### src/rtl/pgr_uart_tx_32bit.sv
// Byte-FIFO fronted UART transmitter: 8N1/8N2 frames, one bit per clk_en tick.
// Optional even parity bit after the data bits when UART_TX_PARITY_EN is defined.
module pgr_uart_tx_32bit #(
  parameter int FIFO_DEPTH = 4,
  parameter int STOP_BITS  = 1
) (
  input  logic                          clk_i,
  input  logic                          rst_n_i,
  input  logic                          clk_en_i,
  input  logic [7:0]                    tx_data_i,
  input  logic                          tx_valid_i,
  output logic                          tx_ready_o,
  output logic                          txd_o,
  output logic                          tx_busy_o,
  output logic [$clog2(FIFO_DEPTH):0]   fifo_cnt_o
);

  localparam int PW = $clog2(FIFO_DEPTH);
  localparam int CW = PW + 1;

  typedef enum logic [2:0] {
    S_IDLE, S_START, S_DATA, S_STOP
`ifdef UART_TX_PARITY_EN
    , S_PARITY
`endif
  } state_e;

  logic [7:0]    mem_q [FIFO_DEPTH];
  logic [PW-1:0] wr_ptr_q, rd_ptr_q;
  logic [CW-1:0] cnt_q;
  logic          full, push, pop;

  state_e        state_q, state_d;
  logic          txd_q, txd_d;
  logic [7:0]    shreg_q, shreg_d;
  logic [2:0]    idx_q, idx_d;
  logic          stop_q, stop_d;

  assign full       = (cnt_q == CW'(FIFO_DEPTH));
  // A full FIFO rejects the push even if the same edge pops a byte.
  assign push       = rst_n_i & tx_valid_i & ~full;
  assign tx_ready_o = ~full;
  assign fifo_cnt_o = cnt_q;
  assign txd_o      = txd_q;
  assign tx_busy_o  = (state_q != S_IDLE) || (cnt_q != '0);

  always_ff @(posedge clk_i) begin
    if (push) mem_q[wr_ptr_q] <= tx_data_i;
  end

  always_ff @(posedge clk_i) begin
    if (!rst_n_i) begin
      wr_ptr_q <= '0;
      rd_ptr_q <= '0;
      cnt_q    <= '0;
    end else begin
      if (push) wr_ptr_q <= wr_ptr_q + PW'(1);
      if (pop)  rd_ptr_q <= rd_ptr_q + PW'(1);
      case ({push, pop})
        2'b10:   cnt_q <= cnt_q + CW'(1);
        2'b01:   cnt_q <= cnt_q - CW'(1);
        default: cnt_q <= cnt_q;
      endcase
    end
  end

  always_ff @(posedge clk_i) begin
    if (!rst_n_i) begin
      state_q <= S_IDLE;
      txd_q   <= 1'b1;
      shreg_q <= '0;
      idx_q   <= '0;
      stop_q  <= 1'b0;
    end else begin
      state_q <= state_d;
      txd_q   <= txd_d;
      shreg_q <= shreg_d;
      idx_q   <= idx_d;
      stop_q  <= stop_d;
    end
  end

  always_comb begin
    state_d = state_q;
    txd_d   = txd_q;
    shreg_d = shreg_q;
    idx_d   = idx_q;
    stop_d  = stop_q;
    pop     = 1'b0;
    if (clk_en_i) begin
      case (state_q)
        S_IDLE: begin
          txd_d = 1'b1;
          if (cnt_q != '0) begin
            pop     = 1'b1;
            shreg_d = mem_q[rd_ptr_q];
            txd_d   = 1'b0;
            state_d = S_START;
          end
        end
        S_START: begin
          txd_d   = shreg_q[0];
          idx_d   = 3'd0;
          state_d = S_DATA;
        end
        S_DATA: begin
          if (idx_q == 3'd7) begin
`ifdef UART_TX_PARITY_EN
            txd_d   = ^shreg_q;
            state_d = S_PARITY;
`else
            txd_d   = 1'b1;
            stop_d  = 1'b0;
            state_d = S_STOP;
`endif
          end else begin
            idx_d = idx_q + 3'd1;
            txd_d = shreg_q[idx_q + 3'd1];
          end
        end
`ifdef UART_TX_PARITY_EN
        S_PARITY: begin
          txd_d   = 1'b1;
          stop_d  = 1'b0;
          state_d = S_STOP;
        end
`endif
        S_STOP: begin
          if (stop_q == 1'(STOP_BITS - 1)) begin
            // Last stop tick: chain straight into the next start bit if queued.
            if (cnt_q != '0) begin
              pop     = 1'b1;
              shreg_d = mem_q[rd_ptr_q];
              txd_d   = 1'b0;
              state_d = S_START;
            end else begin
              txd_d   = 1'b1;
              state_d = S_IDLE;
            end
          end else begin
            stop_d = 1'b1;
          end
        end
        default: begin
          txd_d   = 1'b1;
          state_d = S_IDLE;
        end
      endcase
    end
  end

endmodule
### config.mk
export PLATFORM = sky130hd
export DESIGN_NAME = pgr_uart_tx_32bit
export DESIGN_NICKNAME = d
export VERILOG_FILES = /design/src/rtl/pgr_uart_tx_32bit.sv
export SDC_FILE = /design/constraint.sdc
export NUM_CORES = 1
export LEC_CHECK = 0
export BUFFER_PORTS_ARGS = -buffer_cell sky130_fd_sc_hd__clkbuf_2
export CAP_MARGIN = 20
export CORE_MARGIN = 10
export CORE_UTILIZATION = 30
export DETAILED_ROUTE_END_ITERATION = 10
export SYNTH_ARGS = -nofsm -noshare
export SYNTH_HDL_FRONTEND = slang
export SYNTH_SLANG_ARGS = --single-unit
### constraint.sdc
create_clock -name clk_i -period 3.95 [get_ports clk_i]
set_clock_uncertainty 0.1 [all_clocks]
set_input_delay 0.1975 -clock clk_i [delete_from_list [all_inputs] [get_ports clk_i]]
set_output_delay 0.1975 -clock clk_i [all_outputs]
set_load 0.02 [all_outputs]
### Yosys cells after proc, flatten, opt, wreduce, memory -nomap -nowiden

Memories as Yosys holds them, arrays and structs flattened. A register that Yosys moved wholly into a read port is not among the register bits.
Index checks and enable logic that the tools add are counted.

* memories: 1
* register bits after elaboration: 23
* word-level logic and storage cells: 70
* input port bits: 12
* RAM bits: 32

* order comparisons: 1
* reductions and logical operators: 13
* add/subtract/negate cells: 5
* muxes and demuxes: 28
* bitwise gates (word level): 3
* eq/ne operators: 11

Memory list
* mem_q: words 4, width 8, rd ports 1, clocked after memory_dff 1, wr ports 1, line 28 `logic [7:0] mem_q [FIFO_DEPTH];`

Operator list (count)
* 8-bit 2-to-1 mux: 2
* 8-bit case mux with 2 select lines: 1
* 1-bit 2-to-1 mux: 12
* 3-bit 2-to-1 mux: 4
* 3-bit case mux with 2 select lines: 2
* 3-bit case mux with 4 select lines: 1
* 3-bit AND reduction: 3
* 2-bit != test, second input constant: 4
* 2-bit nonzero test: 4
* 3-bit by 1-bit adder with 3-bit output, second input constant: 2
* 3-bit by 2-bit == test with 1-bit output, second input constant: 2
* 3-bit == test, second input constant: 2
* 3-bit nonzero test: 2
* 2-bit by 1-bit adder with 2-bit output, second input constant: 2
* 3-bit by 4-bit < comparator with 1-bit output, second input constant: 1
* 2-bit 2-to-1 mux: 2
* 1-bit case mux with 2 select lines: 2
* 1-bit case mux with 4 select lines: 1
* 4-bit AND reduction: 1
* 1-bit binary-select mux with 3-bit select: 1
* 3-bit by 1-bit == test with 1-bit output, second input constant: 1
* 3-bit zero test: 1
* 3-bit by 1-bit subtractor with 3-bit output, second input constant: 1
* 1-bit bitwise AND: 2
* other kinds (5): 5

### Depth between registers and ports, before layout

Gate-level depths: netlist of run 1.

* depth after elaboration: 7
* gate-level depth with buffers: 10

### Worst setup path after synthesis of run 1

No wires, ideal clock.

* path type: register -> register
* from: reg cnt_q[2], in the netlist fifo_cnt_o[2]
* to: reg cnt_q[2], in the netlist fifo_cnt_o[2]
* data arrival time: 2.421 ns
* slack: 1.358 ns
* stages on the path, launching flop included: 9
* data required time: 3.780 ns
* library setup time: 0.070 ns
* cells stage by stage: dfxtp_1 > or3b_2 > nand3_1 > ha_1 > inv_1 > fa_1 > xor2_1 > or3_1 > a21oi_1

RTL lines
* from (decl): line 30 `logic [CW-1:0] cnt_q;`
* from (signal assigned): line 60 `2'b10: cnt_q <= cnt_q + CW'(1);`
* from (signal assigned): line 61 `2'b01: cnt_q <= cnt_q - CW'(1);`
* from (signal assigned): line 62 `default: cnt_q <= cnt_q;`
* 3-bit == test (*): line 39 `assign full = (cnt_q == CW'(FIFO_DEPTH));`
* 1-bit NOT (*)
* via tx_ready_o: line 12 `output logic tx_ready_o,`
* 1-bit bitwise AND (*): line 41 `assign push = rst_n_i & tx_valid_i & ~full;`
* 2-bit by 1-bit == test with 1-bit output or 2-bit == test (tied branches): line 59 `case ({push, pop})`
* 3-bit case mux with 2 select lines or 2-bit nonzero test (tied branches)

The timed path passes the listed nets; every way through them passes the cells marked *.
A chain may end at the register's enable or synchronous reset.

### Worst setup path after layout of run 1

* from: reg state_q[0]
* to: reg cnt_q[2], in the netlist fifo_cnt_o[2]

* cells in the longest elaborated chain, start to end: 5

RTL lines
* from (decl): line 33 `state_e state_q, state_d;`
* from (signal assigned): line 75 `state_q <= state_d;`
* 3-bit by 2-bit == test with 1-bit output or 3-bit zero test (tied branches): line 91 `case (state_q)`
* 1-bit case mux with 2 select lines (*): line 91
* 1-bit 2-to-1 mux (*): line 90 `if (clk_en_i) begin`
* via pop: line 31 `logic full, push, pop;`
* 2-bit by 1-bit == test with 1-bit output or 2-bit == test (tied branches): line 59
* 3-bit case mux with 2 select lines or 2-bit nonzero test (tied branches)

Marks and branches as above.

==> flow_summary.yaml, run 1 <==
finish:
  final_common_cell: "edfxtp_1"
  n_antenna_cell: 0
  drive_gt1_frac: 0.198
  layoutNonFillerInstCount: 309
  postLayoutCellArea_mm2: 0.00270
  layout_common_cells: "edfxtp_1, dfxtp_1, nand2_1"
  nNetsFinal: 230
  syn_to_final_growth_pct: 14.5
  fin_util: 0.351
sta:
  rsz0062_at_grt: "no"
  setup_tns_ps: 0
  fin_crit_sh: 0.666
  final-hold-violation-count: 0
  tightest_slew_ps: 804
  fin_crit_ps: 2630
  slew_violations: 0
  setup_viol: 0
  max-slew-margin-rel: 0.462
  fmaxAchievable_ghz: 0.380
logic_synthesis:
  synth-seq-cells: 55
  synth_cell_types: 38
  synth-edff-count: 32
  yosysSeqAreaShare: 0.603
  synth_xor_area_frac: 0.0218
  synthMuxAreaShare: 0.0935
  synth-async-reset-ratio: 0
  dominantRegCellSynth: "edfxtp_1"
  synth_simple_gate_area_share: 0.134
  netlist_instances: 182
  synth.yosys.warnings: 0
  netlist_area_mm2: 0.00236
  synthTopCellsByArea: "edfxtp_1, dfxtp_1, mux4_2, ha_1, nand2_1"
  synth_compound_area_frac: 0.0489
  synth_top_family_by_area: "simple AND/OR/NAND/NOR gates"
  syn_nets: 206
  synth_top_cell_by_area: "edfxtp_1"
  post_synth.cell_area_avg_um2: 12.9
  synth_fa_ha_area_frac: 0.0669
  yosys.area.top_type_share: 0.408
placed_design:
  gp_congestion: 0.724
  dp_cells: 295
  post-dp-hpwl_um: 2930
  dpl_cell_area_mm2: 0.00254
  io_buffers: 17
drt:
  viasPerCell: 4.52
  drt_pass1_iterations: 4
  drc: 0
  routed-via-count: 1397
  drt_wl_total_um: 4100
  wire_per_inst_um: 13.3
  drt_iter0_markers: 71
  ant_nets: 0
worst_setup_path:
  cp.required_ps: 4090
  critPathMaxFanout: 10
  rr_endpoint: "fifo_cnt_o[2]"
  r2r-start: "state_q[0]"
  cp-start-kind: "flop"
  path_delay_family: "adder cells"
  critical_path_class: "reg -> reg"
  critPathBufInv: 3
  timing.reg2reg.setup_slack_ps: 1320
  rr_worst_depth: 10
  critPathSlowestCell: "dfxtp_1"
  slowest_delay_ps: 380
  end_kind: "flop"
  cp.arrival_ps: 2770
  crit_chain: "inv_1, ha_1, nand3b_4, inv_2, ha_1, inv_1, fa_1, xor2_1, or3_1, a21oi_1"
global_route:
  grt_max_degree: 22
  grt-ovfl-total: 0
  grt_pass1_vias: 1484
  grt_usage: 0.0772
  antenna_found_initial: 0
  grt_pass1_wl_um: 7290
clocking:
  cts_root_buffer: "clkbuf_8"
  cts_sinks: 55
  numCtsBuffers: 5
  cts_tree: "done"
  htree_levels: 2
  clkSlewWorstSetupHoldPaths_ps: 100
  clk_latency_ps: 310
  cts_buffer_depth: 2
power_and_ir_drop:
  leakage_nw: 0.944
  powerDensity_mw_per_mm2: 586
  ir_worst_vdd_uv: 220
die:
  fp.dieArea_mm2: 0.0118
  top_level_ports: 18
  core-area_mm2: 0.00769
  start_util: 0.306
  num_rows: 32
  die_h_um: 109
  die_w_um: 109
run:
  drv_cap: 0
worst_hold_path:
  min_to: "mem_q[0][3]"
  hold_depth: 1
  min_from: "tx_data_i[3]"
  hp-class: "in -> reg"
status:
  outcome: "finished clean"
-- timing repair --
action / in CTS / in global routing
setup buffers: 0 / 0
gates resized for setup: 0 / 0
hold buffers: 6 / 0
endpoints found under the hold margin: 22 / 0
setup endpoints to repair: 0 / 0
-- cells in the mapped netlist, types with 3 or more instances --
cell      instances
edfxtp_1         32
nand2_1          22
nand4b_1          3
nor2_1           14
mux2i_1           4
inv_1            12
ha_1             11
mux4_2            8
a21oi_1          14
xor2_1            3
dfxtp_1          23
clkbuf_1          3
buf_2             3
-- worst reg2reg max path, cell delays in order (launching register included) --
cell and delay [ps]:
dfxtp_1 380, inv_1 90, ha_1 350, nand3b_4 230, inv_2 190, ha_1 210
inv_1 60, fa_1 370, xor2_1 160, or3_1 300, a21oi_1 140
-- layout make-up --
class                   instances  area [um2]
fillers                       780        4990
flip-flops and latches         55        1420
multi-input cells             108         860
repair buffers                 23         145
well taps                     102         128
clock buffers                   5        68.8
inverters                      13        48.8
clock inverters                 3        26.3
-- how the worst max path moves through the flow --
stage	startpoint	slack, ps	cells past startpoint	endpoint
2_1_floorplan	fifo_cnt_o[2]	1360	8	fifo_cnt_o[2]
3_3_place_gp	state_q[0]	1420	10	fifo_cnt_o[2]
3_5_place_dp	state_q[0]	1350	10	fifo_cnt_o[2]
4_1_cts	state_q[0]	1320	10	fifo_cnt_o[2]
5_1_grt	state_q[0]	1130	10	fifo_cnt_o[2]
6_report	state_q[0]	1320	10	fifo_cnt_o[2]
-- report_power, final --
group	switching (W)	leakage (nW)	internal (W)	total (W)
clock network	0.000197	0.0495	0.000132	0.000329
logic	0.000260	0.416	0.000233	0.000494
registers	0.0000749	0.478	0.000682	0.000757
total	0.000533	0.944	0.00105	0.00158
-- metrics by stage --
step / total power (W) / hold slack [ps] / worst slack, ps
2_1_floorplan: 0.00114 / 196 / 1360
3_3_place_gp: 0.00127 / 316 / 1420
3_5_place_dp: 0.00127 / 322 / 1350
4_1_cts: 0.00160 / 2.88 / 1320
5_1_grt: 0.00170 / 4.52 / 1130
6_report: 0.00158 / 16.1 / 1320
-- cells by family (layout without fill, tap and decap cells) --
kind of cell    count (synthesis)  count (layout)
compound gates                 21              21
xor+xnor                        5               5
fa+ha+maj                      12              12
buf+inv                        19              44
flops                          55              55
mux                            12              12
simple gates                   58              58
-- per-layer routing --
metal,GRT usage,share of wire
met1,0.0952,0.47
met2,0.126,0.48
met3,0.0236,0.040
met4,0.0254,0.013
met5,0,0
-- flip-flops by register name (all words and copies together) (netlist names), named ones only --
register,count
fifo_cnt_o,3
idx_q,3
mem_q,32
rd_ptr_q,2
shreg_q,8
state_q,2
txd_o,1
wr_ptr_q,2
No activity file was read; power rests on OpenSTA's default activity.
==> run 2, diff against run 1 <==
==> constraint.sdc (replaced) <==
create_clock -name clk_i -period 2.6 [get_ports clk_i]
set_clock_uncertainty 0.1 [all_clocks]
set_input_delay 0.13 -clock clk_i [delete_from_list [all_inputs] [get_ports clk_i]]
set_output_delay 0.13 -clock clk_i [all_outputs]
set_load 0.02 [all_outputs]
==> run 2 against run 1 <==
Against the previous run:
- critical path depth unchanged
- power is 53% higher
- count of clock-buffer cells in the layout is the same
- final cell count rose by 3.9%
- register-to-register slack worse by 1200 ps
- sequential power increased by 49%
- core utilization increased by 1.2 points
- flip-flop and latch count unchanged
- die area is the same
- global-route usage hardly changed
- sequential share of layout area shrank 1.7 points
==> flow_summary.yaml, run 2 (synthesized netlist as in run 1, its figures left out) <==
clocking:
  htree_levels: 2
  cts_root_buffer: "clkbuf_8"
  cts_sinks: 55
  cts_buffer_depth: 2
  post-cts-setup-buffers: 0
  numCtsBuffers: 5
  cts_tree: "done"
  clk_latency_ps: 310
  clkSlewWorstSetupHoldPaths_ps: 100
placed_design:
  io_buffers: 17
  gp_congestion: 0.699
  dpl_cell_area_mm2: 0.00260
  post-dp-hpwl_um: 2970
sta:
  tightest_slew_ps: 653
  final-hold-violation-count: 0
  setup_tns_ps: 0
  fin_crit_ps: 2470
  setup_viol: 0
  rsz0062_at_grt: "no"
  max-slew-margin-rel: 0.564
  fmaxAchievable_ghz: 0.405
  slew_violations: 0
  fin_crit_sh: 0.950
  fin_hold_ws_ps: 128
drt:
  drt_pass1_iterations: 4
  drt_wl_total_um: 4220
  drc: 0
  ant_nets: 0
  viasPerCell: 4.49
  drt_iter0_markers: 78
  routed-via-count: 1440
  wire_per_inst_um: 13.1
finish:
  largest_reg_flops: 32
  layout_common_cells: "edfxtp_1, nand2_1, dfxtp_1"
  syn_to_final_growth_pct: 18.5
  top_register: "mem_q"
  postLayoutCellArea_mm2: 0.00279
  nNetsFinal: 242
  top_regs: "mem_q: 32 flops, shreg_q: 8 flops"
  drive_gt1_frac: 0.224
  final_common_cell: "edfxtp_1"
  n_antenna_cell: 0
die:
  die_h_um: 109
  fp.dieArea_mm2: 0.0118
  start_util: 0.306
  num_rows: 32
  core-area_mm2: 0.00769
  top_level_ports: 18
  die_w_um: 109
worst_setup_path:
  r2r-start: "state_q[1]"
  setup.worst_path.start: "state_q[1]"
  cp.arrival_ps: 2610
  cp-start-kind: "flop"
  endpoint: "fifo_cnt_o[2]"
  end_kind: "flop"
  timing.reg2reg.setup_slack_ps: 130
  critPathMaxFanout: 9
  slowest_delay_ps: 400
  cp.required_ps: 2740
  critical_path_class: "reg -> reg"
  rr_endpoint: "fifo_cnt_o[2]"
  crit_chain: "inv_1, ha_1, nand3b_4, inv_2, ha_1, inv_1, fa_1, xor2_1, or3_1, a21oi_1"
  rr_worst_depth: 10
  critPathSlowestCell: "dfxtp_1"
power_and_ir_drop:
  power_frac_clock: 0.193
  pwr-share-comb: 0.337
  p_sw_frac: 0.329
  p_seq_frac: 0.470
  ir_worst_vdd_uv: 404
  powerDensity_mw_per_mm2: 864
  leakage_nw: 0.996
  internal_power_w: 0.00162
  switching_power_w: 0.000793
worst_hold_path:
  hp-class: "in -> reg"
  hold_depth: 3
global_route:
  grt_pass1_wl_um: 7190
  grt_pass1_vias: 1503
  grt_max_degree: 22
  grt-ovfl-total: 0
  grt_usage: 0.0773
  antenna_found_initial: 0
run:
  drv_cap: 0
status:
  outcome: "finished clean"
==> run 2: critical path, delay by kind of cell (launching register included) <==
family / cells / cell delay [ps]
compound gates: 1 / 130
xor+xnor: 1 / 150
fa+ha+maj: 3 / 870
buf+inv: 3 / 230
flops: 1 / 400
simple gates: 2 / 530
==> run 2: area by class of cell <==
cell class / instances / area, um2
clock buffer: 5 / 68.8
clock inverter: 3 / 20.0
fill: 745 / 4890
inverter: 13 / 48.8
multi-input combinational: 108 / 860
sequential: 55 / 1420
tap: 102 / 128
timing repair buffer: 35 / 245
==> run 2: per-layer routing <==
metal	share of wire	up-vias	global-route usage
met4	0.015	0	0.0367
met3	0.025	6	0.0177
met2	0.49	17	0.128
met5	0	-	0
li1	-	722	-
met1	0.47	695	0.0930
==> run 2: what timing repair did <==
| action | 4_1_cts | 5_1_grt |
|---|---|---|
| resized for setup | 0 | 1 |
| hold buffers | 10 | 0 |
| setup endpoints to repair | 0 | 1 |
| endpoints found under the hold margin | 34 | 0 |
==> run 2: worst min path at each step <==
stage            startpoint     endpoint  slack [ps]
2_1_floorplan  tx_data_i[0]  mem_q[0][0]         130
3_3_place_gp   tx_data_i[3]  mem_q[3][3]         250
3_5_place_dp   tx_data_i[2]  mem_q[2][2]         250
4_1_cts            clk_en_i     idx_q[2]         120
5_1_grt            clk_en_i     idx_q[2]         160
6_report           clk_en_i     idx_q[1]         130
==> run 2: per-stage QoR <==
step                setup WS, ps  cells  total power (W)  utilization
CTS                          130    321          0.00245        0.363
floorplan                   8.12    182          0.00174            -
global placement             205    303          0.00196        0.339
finish                       129    321          0.00241        0.363
global route                4.93    321          0.00258        0.363
detailed placement           149    303          0.00197        0.339
==> run 2: power groups by stage <==
| stage | clock network (W) | registers, W | logic, W |
|---|---|---|---|
| final | 0.000466 | 0.00113 | 0.000813 |
| after global routing | 0.000522 | 0.00115 | 0.000901 |
| after CTS | 0.000489 | 0.00114 | 0.000826 |
| after detailed placement | 0 | 0.00116 | 0.000811 |
| after global placement | 0 | 0.00115 | 0.000805 |
| after floorplan | 0 | 0.00114 | 0.000592 |
